### config.mk
export PLATFORM = sky130hd
export DESIGN_NAME = seq_divider
export DESIGN_NICKNAME = d
export VERILOG_FILES = /design/src/rtl/cpu_pkg.sv /design/src/rtl/div_restore_step.sv /design/src/rtl/seq_divider.sv
export SDC_FILE = /design/constraint.sdc
export NUM_CORES = 1
export LEC_CHECK = 0
export ABC_AREA = 0
export CORE_ASPECT_RATIO = 1.4
export CORE_MARGIN = 8
export CORE_UTILIZATION = 41
export DETAILED_ROUTE_END_ITERATION = 8
export SYNTH_ARGS = -nofsm -noshare
export SYNTH_HDL_FRONTEND = slang
export SYNTH_HIERARCHICAL = 1
export SYNTH_SLANG_ARGS = --single-unit
export TNS_END_PERCENT = 50
### constraint.sdc
create_clock -name clk -period 3.95 [get_ports clk]
set_clock_uncertainty 0.15 [all_clocks]
set_input_delay 0.79 -clock clk [delete_from_list [all_inputs] [get_ports clk]]
set_output_delay 0.79 -clock clk [all_outputs]
set_load 0.01 [all_outputs]
### src/rtl/cpu_pkg.sv
// Definitions shared between the divider and the control unit:
// divider FSM states and the iteration count constants.
package cpu_pkg;

    typedef enum logic [1:0] {
        IDLE = 2'd0,
        RUN  = 2'd1,
        FIX  = 2'd2,
        DONE = 2'd3
    } div_state_e;

    localparam int DIV_ITER  = 32;
    localparam int DIV_CNT_W = 5;

    // True on the counter value of the final restoring iteration.
    function automatic logic div_last_iter(input logic [DIV_CNT_W-1:0] cnt);
        return cnt == DIV_CNT_W'(DIV_ITER - 1);
    endfunction

endpackage

### src/rtl/div_restore_step.sv
// One restoring-division iteration: shift {R,Q} left, trial-subtract the
// divisor at WIDTH+1 bits, keep the difference only if it is non-negative.
module div_restore_step #(
    parameter int WIDTH = 32
) (
    input  logic [WIDTH-1:0] rem_i,
    input  logic [WIDTH-1:0] quo_i,
    input  logic [WIDTH-1:0] dvsr_i,
    output logic [WIDTH-1:0] rem_o,
    output logic [WIDTH-1:0] quo_o
);

    logic [WIDTH:0] rem_sh;
    logic [WIDTH:0] trial;

    always_comb begin
        rem_sh = {rem_i, quo_i[WIDTH-1]};
        trial  = rem_sh - {1'b0, dvsr_i};
        if (!trial[WIDTH]) begin
            rem_o = trial[WIDTH-1:0];
            quo_o = {quo_i[WIDTH-2:0], 1'b1};
        end else begin
            rem_o = rem_sh[WIDTH-1:0];
            quo_o = {quo_i[WIDTH-2:0], 1'b0};
        end
    end

endmodule

### src/rtl/seq_divider.sv
// Multicycle signed divider (MIPS div): 32 restoring iterations on magnitudes,
// then a sign-fix cycle. Remainder drives the Hi path, quotient the Lo path.
module seq_divider
    import cpu_pkg::*;
#(
    parameter int WIDTH = 32
) (
    input  logic             clk,
    input  logic             reset,
    input  logic             div_ctrl,
    input  logic [WIDTH-1:0] a_in,
    input  logic [WIDTH-1:0] b_in,
    output logic [WIDTH-1:0] hi_out,
    output logic [WIDTH-1:0] lo_out,
    output logic             div_end,
    output logic             div_zero,
    output logic             busy
);

    div_state_e             state_q;
    logic [DIV_CNT_W-1:0]   cnt_q;
    logic [WIDTH-1:0]       rem_q, quo_q, dvsr_q;
    logic                   neg_quo_q, neg_rem_q;
    logic [WIDTH-1:0]       hi_q, lo_q;
    logic                   end_q, zero_q, busy_q;

    logic [WIDTH-1:0]       rem_d, quo_d;
    logic [WIDTH-1:0]       a_abs, b_abs;

    // Magnitude of the most negative value wraps to itself, which is the
    // correct unsigned magnitude.
    assign a_abs = a_in[WIDTH-1] ? -a_in : a_in;
    assign b_abs = b_in[WIDTH-1] ? -b_in : b_in;

    div_restore_step #(.WIDTH(WIDTH)) u_step (
        .rem_i  (rem_q),
        .quo_i  (quo_q),
        .dvsr_i (dvsr_q),
        .rem_o  (rem_d),
        .quo_o  (quo_d)
    );

    always_ff @(posedge clk or negedge reset) begin
        if (!reset) begin
            state_q   <= IDLE;
            cnt_q     <= '0;
            rem_q     <= '0;
            quo_q     <= '0;
            dvsr_q    <= '0;
            neg_quo_q <= 1'b0;
            neg_rem_q <= 1'b0;
            hi_q      <= '0;
            lo_q      <= '0;
            end_q     <= 1'b0;
            zero_q    <= 1'b0;
            busy_q    <= 1'b0;
        end else begin
            case (state_q)
                IDLE: begin
                    end_q <= 1'b0;
                    if (div_ctrl) begin
                        busy_q <= 1'b1;
                        if (b_in == '0) begin
                            // Hi/Lo are left untouched so the exception
                            // handler still sees the previous result.
                            zero_q  <= 1'b1;
                            end_q   <= 1'b1;
                            state_q <= DONE;
                        end else begin
                            zero_q    <= 1'b0;
                            rem_q     <= '0;
                            quo_q     <= a_abs;
                            dvsr_q    <= b_abs;
                            neg_quo_q <= a_in[WIDTH-1] ^ b_in[WIDTH-1];
                            neg_rem_q <= a_in[WIDTH-1];
                            cnt_q     <= '0;
                            state_q   <= RUN;
                        end
                    end
                end
                RUN: begin
                    rem_q <= rem_d;
                    quo_q <= quo_d;
                    cnt_q <= cnt_q + DIV_CNT_W'(1);
                    if (div_last_iter(cnt_q)) begin
                        state_q <= FIX;
                    end
                end
                FIX: begin
                    lo_q    <= neg_quo_q ? -quo_q : quo_q;
                    hi_q    <= neg_rem_q ? -rem_q : rem_q;
                    end_q   <= 1'b1;
                    state_q <= DONE;
                end
                DONE: begin
                    end_q   <= 1'b0;
                    busy_q  <= 1'b0;
                    state_q <= IDLE;
                end
                default: begin
                    end_q   <= 1'b0;
                    busy_q  <= 1'b0;
                    state_q <= IDLE;
                end
            endcase
        end
    end

    assign hi_out   = hi_q;
    assign lo_out   = lo_q;
    assign div_end  = end_q;
    assign div_zero = zero_q;
    assign busy     = busy_q;

endmodule
==> impl_metrics.toml <==
[floorplan]
die_x_um = 160.5
chipHeight_um = 218.3
io_pins = 134
fp-row-count = 74
start_util_pct = 41.37
core_um2 = 28980
dieArea_um2 = 35040

[setup_path]
worst_ep_arrival_time_ns = 3.87
end_kind = "flip-flop"
path_class = "flip-flop to flip-flop"
cp_max_fo = 24
worstSetupStartpointType = "flip-flop"
required_ns = 4.13

[sta]
grt_setup_unrepaired = "false"
hold_violations = 0
slew_headroom_pct = 27.82
hold_ws_ns = 0.1680
worstMarginPinSlew_ns = 1.083
setup_tns_ns = 0
max_freq_mhz = 270.5
setup_ws_ns = 0.2534
slew_viol_final = 0
setup_violations = 0
period_needed_ns = 3.697
period_share_pct = 93.58

[place]
dp_hpwl_mm = 25.04
gp_congestion = 0.9047
pre_cts_slack_ns = 0.2635
post_dp_cell_area_um2 = 13510
numPortBuffers = 133
dp.cells = 1823

[synth]
syn-num-nets = 1487
netlist_instances = 1376
yosys_warnings = 6
ys_seq_area_share_pct = 35.90
synthFlopType = "dfrtp_1"
avgSynthCellArea_um2 = 8.712
synthDistinctLibCells = 80
synthesis.area_um2 = 11990
synth_seq_cells = 172
synth_edf_count = 0
async_reset_ff_share_pct = 100.0

[finish]
fin_area_um2 = 14130
synthToLayoutAreaGrowth_pct = 17.85
nNetsFinal = 1573
drive_above_1_share_pct = 9.898
utilization_pct = 48.75
antenna_cells = 0
final_cell_count_no_fill = 1855

[power]
finalPower_mw = 9.720
p_leak_nw = 6.356
vdd_drop_max_mv = 0.3639
pwr_density_cell_nw_per_um2 = 688.1

[drt]
ant_nets = 0
vias = 10110
wl_per_cell_um = 18.05
drtIter0Drc = 580
drt-total-wl_mm = 33.49
vias_per_cell = 5.452
dr.pass1.iters = 5
drcViolationCount = 0

[grt]
grt_overflow_total = 0
grt_start_max_net_pins = 88
grt_pass1_wl_mm = 54.23
track_usage_pct = 19.20
grt_antenna_before_repair = 0
grt_pass1_vias = 10220

[clock_network]
insertion_delay_ns = 0.44
clockBufferDepth = 2
clock-sinks = 172
cts_setup_buffers = 0
cts_htree_levels = 4
ctsRootBufferMaster = "clkbuf_16"
cts.clk_slew.worst_paths_ns = 0.07
hold_buffers = 0
numCtsBuffers = 17
cts_tree = "built"
cts-resized-gates = 0

[run_status]
run_status = "completed"

[hold_path]
hp-class = "input port to async pin"

[job]
cap_violations = 0
## registers in the layout, summed over array words and instances (netlist names)
name       count
dvsr_q        32
state_q        2
lo_out        32
rem_q         32
quo_q         32
neg_quo_q      1
cnt_q          5
div_end        1
hi_out        32
busy           1
div_zero       1
neg_rem_q      1
## final timing paths
check	startpoint	endpoint	slack (ns)	cells past startpoint
max in group asynchronous	reset	cnt_q[4]$_DFFE_PN0P_	2.61	2
worst max-delay path	dvsr_q[0]$_DFFE_PN0P_	rem_q[7]$_DFFE_PN0P_	0.25	14
min in group clk	cnt_q[4]$_DFFE_PN0P_	cnt_q[4]$_DFFE_PN0P_	0.34	2
worst min-delay path	reset	rem_q[21]$_DFFE_PN0P_	0.17	1
worst min register to register	cnt_q[4]$_DFFE_PN0P_	cnt_q[4]$_DFFE_PN0P_	0.34	2
worst max register to register	dvsr_q[0]$_DFFE_PN0P_	rem_q[7]$_DFFE_PN0P_	0.25	14
## area by class of cell
cell class | instances | area [um2]
Tap cell | 380 | 475.5
Clock inverter | 14 | 178.9
Inverter | 58 | 225.2
Multi-Input combinational cell | 1047 | 6887
Fill cell | 2791 | 14850
Timing Repair Buffer | 166 | 1618
Clock buffer | 18 | 439.2
Sequential cell | 172 | 4304
## where the power goes
| group | switching, mW | internal [mW] | total [mW] |
|---|---|---|---|
| Combinational | 2.69 | 2.07 | 4.76 |
| Sequential | 0.673 | 2.48 | 3.15 |
| Clock | 0.782 | 1.03 | 1.81 |
## layer usage
layer	global-route usage (%)	part of all wire, %
met5	0	0
met4	8.932	3.5
met3	2.956	3.3
met2	34.63	52
met1	21.93	41
## cells in the mapped netlist (all sizes together) (4+ instances only)
cell type / number / area (um2)
nand2: 145 / 544.3
nor4: 10 / 96.35
o31ai: 35 / 262.8
o21ai: 88 / 440.4
a221oi: 5 / 43.79
dfrtp: 172 / 4304
clkbuf: 41 / 163.9
or4: 22 / 172.7
o211ai: 4 / 30.03
a31oi: 9 / 56.30
buf: 56 / 412.9
and3: 9 / 62.56
inv: 58 / 225.2
o21a: 7 / 52.55
nand3: 61 / 305.3
a21oi: 131 / 674.4
o41ai: 25 / 241.5
or3: 19 / 118.9
mux2: 39 / 510.5
a21o: 18 / 136.4
o2111ai: 5 / 50.04
a211oi: 4 / 35.03
nand4: 8 / 50.05
nor2b: 6 / 37.54
xnor2: 40 / 350.3
nor3: 23 / 120.1
or2: 8 / 50.05
nand2b: 4 / 25.02
ha: 43 / 538.0
nor2: 127 / 484.2
mux2i: 14 / 152.6
xor2: 102 / 893.4
## worst max-delay path, cell delays in order, from the launching register on
cell,delay (ns)
dfrtp_1,0.42
ha_1,0.23
fa_1,0.40
and2b_1,0.24
o2111ai_2,0.14
a21oi_2,0.23
o2111ai_1,0.23
a211oi_2,0.34
nor2_4,0.10
mux2i_4,0.20
and2_4,0.19
inv_8,0.21
mux2_2,0.37
nand3_1,0.08
nand2_1,0.06
## placed cells by master (no fill, tap or decap), types with 19 or more instances in the layout
master           instances
or3_1                   19
clkdlybuf4s50_1        132
nor2_1                 126
ha_1                    41
buf_4                   30
o31ai_1                 35
or4_1                   20
o41ai_1                 22
o21ai_0                 88
dfrtp_1                172
a21oi_1                128
nor3_1                  22
mux2_4                  19
mux2_2                  20
inv_1                   56
xor2_1                 102
nand2_1                145
xnor2_1                 40
nand3_1                 61
## logic make-up after synthesis
| logic type | after synthesis | synth area share [%] |
|---|---|---|
| DFF | 172 | 35.90 |
| muxes | 53 | 5.532 |
| AOI/OAI and AO/OA | 347 | 18.11 |
| xor gates and xnor gates | 142 | 10.37 |
| buffers and inverters | 157 | 6.868 |
| adders and majority gates | 44 | 4.655 |
| and+or+nand+nor | 461 | 18.56 |
Power figures use the tool's default switching activity.
